===== src/rtl/mipi_pkg.sv =====
// Shared MIPI RX definitions: packet data types and the payload qualifier state encoding.
package mipi_pkg;

   localparam logic [5:0] DT_FS       = 6'h00;
   localparam logic [5:0] DT_FE       = 6'h01;
   localparam logic [5:0] DT_RGB888   = 6'h3E;
   localparam logic [5:0] DT_LONG_MIN = 6'h10;

   typedef enum logic [1:0] {
      IDLE    = 2'd0,
      PAYLOAD = 2'd1,
      DROP    = 2'd2
   } rx_state_t;

   function automatic logic is_short_dt(input logic [5:0] dt);
      return dt < DT_LONG_MIN;
   endfunction

endpackage


===== src/rtl/mipi_rx_fifo_writen_gen.sv =====
// Qualifies RX long-packet payload beats into registered line-FIFO writes and
// tracks frame/line boundaries plus sticky length and overflow errors.
//
//   state   | meaning
//   --------+------------------------------------------------------------
//   IDLE    | waiting for a header; stray payload beats flag Length_err
//   PAYLOAD | target packet in flight, each beat becomes a FIFO write
//   DROP    | non-target long packet, beats are counted but discarded
module mipi_rx_fifo_writen_gen
   import mipi_pkg::*;
#(
   parameter int         BYTES_PER_BEAT = 4,
   parameter int         DATA_W         = 32,
   parameter logic [5:0] TARGET_DT      = DT_RGB888
) (
   input  logic              CLK_rx,
   input  logic              RSTn,
   input  logic              Rx_hdr_valid,
   input  logic [5:0]        Rx_hdr_data_type,
   input  logic [15:0]       Rx_hdr_word_count,
   input  logic              Rx_payload_valid,
   input  logic [DATA_W-1:0] Rx_payload_data,
   input  logic              Fifo_full,
   input  logic              Err_clr,
   output logic              Fifo_writen,
   output logic [DATA_W-1:0] Fifo_wdata,
   output logic              Fifo_wlast,
   output logic              Frame_start,
   output logic              Frame_end,
   output logic              Line_done,
   output logic [11:0]       Line_count,
   output logic              Length_err,
   output logic              Overflow_err
);

   localparam logic [15:0] BPB = 16'(BYTES_PER_BEAT);

   rx_state_t   state;
   logic [15:0] remaining;
   logic        last_beat;
   logic [15:0] dec;
   logic        beat_in_pkt;
   logic        len_err_set;
   logic        ovf_set;
   logic        hdr_long;

   always_comb begin
      last_beat   = remaining <= BPB;
      dec         = last_beat ? remaining : BPB;
      beat_in_pkt = !Rx_hdr_valid && Rx_payload_valid && (state != IDLE);
      hdr_long    = !is_short_dt(Rx_hdr_data_type) && (Rx_hdr_word_count != 16'd0);
      len_err_set = (Rx_hdr_valid && (state != IDLE)) ||
                    (!Rx_hdr_valid && Rx_payload_valid && (state == IDLE));
      ovf_set     = beat_in_pkt && (state == PAYLOAD) && Fifo_full;
   end

   always_ff @(posedge CLK_rx or negedge RSTn) begin
      if (!RSTn) begin
         state        <= IDLE;
         remaining    <= '0;
         Fifo_writen  <= 1'b0;
         Fifo_wdata   <= '0;
         Fifo_wlast   <= 1'b0;
         Frame_start  <= 1'b0;
         Frame_end    <= 1'b0;
         Line_done    <= 1'b0;
         Line_count   <= '0;
         Length_err   <= 1'b0;
         Overflow_err <= 1'b0;
      end else begin
         Fifo_writen <= 1'b0;
         Fifo_wlast  <= 1'b0;
         Frame_start <= 1'b0;
         Frame_end   <= 1'b0;
         Line_done   <= 1'b0;

         // A header always wins: any packet in flight is abandoned without wlast/Line_done.
         if (Rx_hdr_valid) begin
            state     <= IDLE;
            remaining <= '0;
            if (is_short_dt(Rx_hdr_data_type)) begin
               if (Rx_hdr_data_type == DT_FS) begin
                  Frame_start <= 1'b1;
                  Line_count  <= '0;
               end
               if (Rx_hdr_data_type == DT_FE) begin
                  Frame_end <= 1'b1;
               end
            end else if (hdr_long) begin
               remaining <= Rx_hdr_word_count;
               state     <= (Rx_hdr_data_type == TARGET_DT) ? PAYLOAD : DROP;
            end
         end else if (beat_in_pkt) begin
            remaining <= remaining - dec;
            if (last_beat) begin
               state <= IDLE;
            end
            if (state == PAYLOAD) begin
               Fifo_wdata  <= Rx_payload_data;
               Fifo_writen <= !Fifo_full;
               Fifo_wlast  <= last_beat && !Fifo_full;
               Line_done   <= last_beat;
               if (last_beat && (Line_count != 12'hFFF)) begin
                  Line_count <= Line_count + 12'd1;
               end
            end
         end

         if (len_err_set) begin
            Length_err <= 1'b1;
         end else if (Err_clr) begin
            Length_err <= 1'b0;
         end

         if (ovf_set) begin
            Overflow_err <= 1'b1;
         end else if (Err_clr) begin
            Overflow_err <= 1'b0;
         end
      end
   end

endmodule


===== config.mk =====
export PLATFORM = sky130hd
export DESIGN_NAME = mipi_rx_fifo_writen_gen
export DESIGN_NICKNAME = d
export VERILOG_FILES = /design/src/rtl/mipi_pkg.sv /design/src/rtl/mipi_rx_fifo_writen_gen.sv
export SDC_FILE = /design/constraint.sdc
export NUM_CORES = 1
export LEC_CHECK = 0
export ABC_AREA = 1
export CORE_AREA = 5 5 101 103
export CTS_CLUSTER_DIAMETER = 200
export CTS_CLUSTER_SIZE = 20
export DETAILED_ROUTE_END_ITERATION = 8
export DIE_AREA = 0 0 106 108
export PLACE_DENSITY = 0.69
export SLEW_MARGIN = 20
export SYNTH_ARGS = -nofsm -noshare
export SYNTH_HDL_FRONTEND = slang
export SYNTH_SLANG_ARGS = --single-unit

===== constraint.sdc =====
create_clock -name CLK_rx -period 3.4 [get_ports CLK_rx]
set_input_delay 0.51 -clock CLK_rx [delete_from_list [all_inputs] [get_ports CLK_rx]]
set_output_delay 0.51 -clock CLK_rx [all_outputs]
set_load 0.005 [all_outputs]

==> impl_metrics.csv, run 1 <==
group,metric,value,unit
outcome,outcome,"completed",
grt,grt_util_met3,0.0400,
grt,grt_usage,0.160,
critical_path,r2r_slack,1220,ps
clocking,cts_max_level,3,
finish,num_antenna_cells,0,
grt,grtUsageMet2,0.246,
critical_path,crit_slowest_cell,"clkdlybuf4s50_1",
placed_design,detailed_place.area,0.00477,mm^2
grt,grt_pass1_vias,3125,
timing,fmax,418,MHz
critical_path,critPathTopFamily,"buffers and inverters",
power,p_switching,712,uW
detailed_routing,postRouteAntennaNets,0,
grt,top_usage_layer,"met2",
critical_path,worstPathRequired,3630,ps
timing,hold_viol,0,
timing,finalCritPeriodShare,0.704,
detailed_routing,wl_per_cell,14.1,um
timing,whs,98.8,ps
finish,drive_above_1_share,0.154,
critical_path,crit_start,"Rx_hdr_valid",
power,cellInternalPower,1.52,mW
clocking,clockBufferDepth,2,
min_path,hold_path_class,"input pin to asynchronous set/reset pin",
timing,rsz0062_at_grt,"no",
timing,finalSetupTns,0,ps
logic_synthesis,synth.distinct_cells,35,
grt,grt_pass1_wl,14.8,mm
logic_synthesis,synth_top_area_share,0.484,
critical_path,arrival,2620,ps
finish,fin_area,0.00495,mm^2
floorplan,start_util,0.392,
floorplan,fp.dieW,106,um
detailed_routing,vias,3100,
power,power_density,452,mW/mm^2
timing,finalSetupViolations,0,
placed_design,port_buffers,110,
timing,worstMarginPinSlew,636,ps
power,power,2.24,mW
grt,grt_overflow,0,
critical_path,rr_worst_depth,12,
critical_path,endpoint_kind,"flop",
critical_path,r2r-start,"Line_count[0]$_DFFE_PN0P_",
floorplan,placementRows,35,
detailed_routing,wl,8.95,mm
timing,slew_headroom,0.576,
critical_path,critPathKind,"input pin to flop",
logic_synthesis,yosys-top-cells-area,"dfrtp_1 (48%), mux2_2 (10%), nand2_1 (7.4%)",
finish,final_nets,583,
placed_design,dp_hpwl,6.84,mm
clocking,clock-sinks,69,
detailed_routing,vias_per_cell,4.87,
logic_synthesis,avgSynthCellArea,8.80,um^2
finish,layout_common_cells,"clkdlybuf4s50_1 (109), nand2_1 (70), dfrtp_1 (69)",
logic_synthesis,yosysWarnings,0,
grt,antenna_found_initial,0,
detailed_routing,firstDrtPassIters,4,
clocking,insertion_delay,350,ps
detailed_routing,first_iter_violations,127,
critical_path,start_kind,"input pin",
grt,use_met1,0.222,
timing,fin_crit,2390,ps
power,p_seq_frac,0.455,
critical_path,crit_chain,"clkdlybuf4s50_1 -> buf_4 -> nor3_2 -> nor2_1 -> inv_2 -> nand2_2 -> clkinv_2 -> nand2_1 -> o21ai_2",
finish,layout_commonest_cell,"clkdlybuf4s50_1",
placed_design,dp_slack,641,ps
critical_path,reg2reg_to,"Line_count[7]$_DFFE_PN0P_",
timing,slew_violations,0,
clocking,post_cts_buffers,0,
logic_synthesis,syn_area,0.00357,mm^2
clocking,cts_buffers,9,
power,pwr-share-comb,0.279,
clocking,cts_tree,"built",
clocking,clkTransAtPathRegs,80,ps
logic_synthesis,synth_top_area_cell,"dfrtp_1",
clocking,post_cts_resized,0,
floorplan,io_pins,111,
detailed_routing,drc,0,
logic_synthesis,syn_nets,468,
floorplan,die_y,108,um
placed_design,routabilityCongestion,0.860,
clocking,root_buffer,"clkbuf_8",
logic_synthesis,ys_ff_latch,69,
power,power.share.clock,0.266,
run,maxCapViolCount,0,
logic_synthesis,synth_cells,406,
critical_path,cp_max_fo,25,
finish,areaGrowthSynthToFinish,38.5,%
power,power.leakage,2.33,nW
floorplan,core_area,0.00911,mm^2
floorplan,dieArea,0.0114,mm^2
power,p_sw_frac,0.318,
timing,setup_slack,1010,ps
logic_synthesis,yosysSeqAreaShare,0.484,
grt,grt_max_degree,53,
critical_path,slowest_delay,460,ps
critical_path,crit_buf_inv,4,
power,peakVddDrop,178,uV
timing,clock-skew-final,10.9,ps
clocking,cts_hold_buf,0,
[power groups by stage]
stage	sequential [mW]	combinational, mW	clock [mW]
2_1_floorplan	1.02	0.324	0
3_3_place_gp	1.03	0.619	0
3_5_place_dp	1.03	0.629	0
4_1_cts	1.02	0.632	0.613
5_1_grt	1.03	0.701	0.653
6_report	1.02	0.624	0.595
[worst max path at each step]
stage / endpoint / slack [ps] / cells past startpoint
after CTS: Line_count[7]$_DFFE_PN0P_ / 1010 / 9
after global placement: Line_count[8]$_DFFE_PN0P_ / 750 / 9
final: Line_count[7]$_DFFE_PN0P_ / 1010 / 9
after floorplan: Line_count[2]$_DFFE_PN0P_ / 1710 / 13
after global routing: Line_count[7]$_DFFE_PN0P_ / 710 / 9
after detailed placement: Line_count[7]$_DFFE_PN0P_ / 640 / 9
[registers in the layout, indices dropped and copies added, names as in the netlist]
register,cells
Fifo_wdata,32
remaining,16
Line_count,12
state,2
Fifo_wlast,1
Fifo_writen,1
Frame_end,1
Frame_start,1
Length_err,1
Line_done,1
Overflow_err,1
[through the flow]
stage / std cells / util
2_1_floorplan: 406 / -
3_3_place_gp: 621 / 0.524
3_5_place_dp: 621 / 0.524
4_1_cts: 637 / 0.543
5_1_grt: 637 / 0.543
6_report: 637 / 0.543
[kinds of logic (layout without fill, tap and decap cells)]
group | count (synthesis) | after routing | synth area share
compound gates | 46 | 46 | 0.0816
xor+xnor | 10 | 10 | 0.0245
fa+ha+maj | 2 | 2 | 0.00701
buf+inv | 64 | 184 | 0.0736
flops | 69 | 69 | 0.484
mux | 32 | 32 | 0.101
other cells | 1 | 1 | 0.00105
simple gates | 182 | 182 | 0.228
[cell usage after synthesis]
cell type,count
nand2_1,70
dfrtp_1,69
nor2_1,52
inv_1,49
mux2_2,32
nand3_1,25
o21ai_0,13
a21oi_1,11
o21ai_2,11
nor3_1,10
xor2_1,9
nand4_1,8
buf_2,5
nor2_2,5
a31oi_1,4
inv_2,3
nor3_2,3
a22oi_1,2
and3_1,2
buf_6,2
clkbuf_1,2
clkinv_1,2
ha_1,2
nand2_2,2
nand3_2,2
o211ai_1,2
clkinv_2,1
conb_1,1
nor2_4,1
nor4_1,1
o21ai_1,1
o221ai_1,1
o22ai_1,1
or2_2,1
xnor2_1,1
[per-layer routing]
metal	vias to the layer above	wire (um)
met4	0	167
met1	1400	4300
met2	123	3840
met5	-	0
li1	1559	-
met3	18	642
[layout make-up]
type / instances / area [um^2]
Clock buffer: 9 / 124
Fill cell: 835 / 4160
Clock inverter: 7 / 50.0
Tap cell: 111 / 139
Sequential cell: 69 / 1730
Timing Repair Buffer: 113 / 1120
Inverter: 55 / 208
Multi-Input combinational cell: 273 / 1580
Note: power is estimated with default switching activity, not from simulation.
==> run 2: changes to the inputs <==
- PLACE_DENSITY: 0.69 -> 0.72
- clock period: 3.4 -> 2.2 ns (I/O delays scaled with it)
==> run 2 against run 1 <==
Against the previous run: power rose by 69%; cell count rose by 0.47%; wire length fell by 1.1%; register-to-register slack got worse by 950 ps; sequential share of layout area fell by 0.81 points; clock power rose by 110%; worst hold slack got worse by 33 ps; critical endpoint is now remaining[12]$_DFFE_PN0P_; largest cell class unchanged.
==> impl_metrics.csv, run 2 (synthesis gave the netlist of run 1 again) <==
group,metric,value,unit
finish,final_nets,587,
power,power_density,746,mW/mm^2
grt,grt_pass1_wl,14.7,mm
finish,regArea,0.00173,mm^2
finish,areaGrowthSynthToFinish,41.8,%
clocking,clkTransAtPathRegs,70,ps
finish,fin_cells,640,
timing,slew_headroom,0.490,
timing,fmax,519,MHz
run,maxCapViolCount,0,
min_path,hold_path_class,"input pin to asynchronous set/reset pin",
floorplan,start_util,0.392,
critical_path,critPathKind,"flop to flop",
timing,whs,66.2,ps
floorplan,io_pins,111,
outcome,outcome,"completed",
finish,regMostFlops,"Fifo_wdata",
finish,layout_commonest_cell,"clkdlybuf4s50_1",
clocking,cts_hold_buf,0,
clocking,cts_buffers,9,
finish,multi_input_area,0.00158,mm^2
grt,grt_max_degree,38,
grt,grt_overflow,0,
grt,grt_pass1_vias,3005,
power,power.share.clock,0.326,
placed_design,dp_hpwl,6.85,mm
finish,drive_above_1_share,0.159,
detailed_routing,vias,3095,
finish,num_antenna_cells,0,
clocking,clock-sinks,69,
detailed_routing,vias_per_cell,4.84,
power,peakVddDrop,368,uV
timing,finalSetupViolations,0,
floorplan,dieArea,0.0114,mm^2
critical_path,cp_max_fo,7,
grt,grt_usage,0.161,
floorplan,core_area,0.00911,mm^2
clocking,root_buffer,"clkbuf_8",
timing,hold_viol,0,
clocking,post_cts_buffers,0,
power,p_seq_frac,0.416,
clocking,post_cts_resized,0,
placed_design,port_buffers,110,
detailed_routing,wl_per_cell,13.8,um
clocking,cts_max_level,3,
critical_path,r2r_slack,270,ps
critical_path,reg2reg_to,"remaining[12]$_DFFE_PN0P_",
timing,finalSetupTns,0,ps
power,p_sw_frac,0.285,
critical_path,r2r-start,"remaining[12]$_DFFE_PN0P_",
timing,rsz0062_at_grt,"no",
timing,slew_violations,0,
clocking,cts_tree,"built",
critical_path,start_kind,"flop",
timing,fin_crit,1930,ps
power,pwr-share-comb,0.258,
timing,finalCritPeriodShare,0.876,
finish,layout_common_cells,"clkdlybuf4s50_1 (109), nand2_1 (70), dfrtp_1 (69)",
power,p_switching,1.08,mW
finish,largest_reg_flops,32,
floorplan,placementRows,35,
detailed_routing,firstDrtPassIters,4,
detailed_routing,postRouteAntennaNets,0,
critical_path,endpoint_kind,"flop",
floorplan,die_y,108,um
detailed_routing,wl,8.86,mm
timing,clock-skew-final,9.29,ps
floorplan,fp.dieW,106,um
power,cellInternalPower,2.70,mW
clocking,insertion_delay,340,ps
detailed_routing,drc,0,
critical_path,worstPathRequired,2430,ps
timing,worstMarginPinSlew,766,ps
placed_design,dp.cells,625,
finish,nFillCells,843,
power,power.leakage,2.40,nW
grt,antenna_found_initial,0,
detailed_routing,first_iter_violations,117,
clocking,clockBufferDepth,2,
finish,reg.largest.list,"Fifo_wdata (32), remaining (16), Line_count (12)",
critical_path,arrival,2160,ps
placed_design,routabilityCongestion,0.907,
critical_path,rr_worst_depth,13,
==> run 2: how the worst max path moves through the flow <==
stage	start	to	slack (ps)	depth (start not counted)
2_1_floorplan	Line_count[0]$_DFFE_PN0P_	Line_count[2]$_DFFE_PN0P_	510	13
3_3_place_gp	Rx_hdr_word_count[15]	remaining[5]$_DFFE_PN0P_	60	9
3_5_place_dp	Rx_hdr_valid	Line_count[6]$_DFFE_PN0P_	-30	8
4_1_cts	Line_count[0]$_DFFE_PN0P_	Line_count[7]$_DFFE_PN0P_	70	12
5_1_grt	remaining[11]$_DFFE_PN0P_	remaining[10]$_DFFE_PN0P_	80	14
6_report	remaining[12]$_DFFE_PN0P_	remaining[12]$_DFFE_PN0P_	270	13
==> run 2: critical path, cell delays in order (launching register included) <==
cell and delay, ps:
dfrtp_1 440, nor2_2 150, nand2_1 90, nor2_2 120, nand3_2 110, nand2_1 120, ha_1 150, inv_1 50
nand2_1 80, nand2_1 160, nand4_1 120, nand2_1 60, a21oi_1 130, nor2_1 50
==> run 2: layout make-up <==
| type | instances | share of cell area |
|---|---|---|
| timing repair buffer | 117 | 0.232 |
| clock inverter | 6 | 0.0220 |
| tap | 111 | 0.0274 |
| clock buffer | 9 | 0.0245 |
| sequential | 69 | 0.341 |
| multi-input combinational | 273 | 0.312 |
| inverter | 55 | 0.0413 |
==> run 2: through the flow <==
step / cell area [um^2] / setup WS (ps) / power, mW / util
final: 5060 / 272 / 3.78 / 0.556
after detailed placement: 4830 / -32.1 / 2.58 / 0.530
after global routing: 5060 / 77.0 / 4.01 / 0.556
after floorplan: 3570 / 512 / 2.08 / -
after global placement: 4830 / 56.3 / 2.55 / 0.530
after CTS: 5060 / 70.2 / 3.82 / 0.556
==> run 2: routing by layer <==
layer,vias to the layer above,track usage,wire length [um]
li1,1559,-,-
met1,1425,0.218,4090
met2,97,0.251,4100
met3,14,0.0352,482
met4,0,0.0648,182
met5,-,0,0
==> run 2: power by group through the flow <==
stage               clock network [mW]  logic [mW]  registers (mW)
CTS                               1.26       0.983            1.57
finish                            1.23       0.973            1.57
global route                      1.33        1.08            1.60
detailed placement                   0       0.979            1.60
floorplan                            0       0.501            1.58
global placement                     0       0.963            1.59
==> run 3: changes to the inputs <==
- SLEW_MARGIN: 20 -> 30
==> results of run 3 <==
The final DEF is identical to that of run 2; final timing and power are the same.
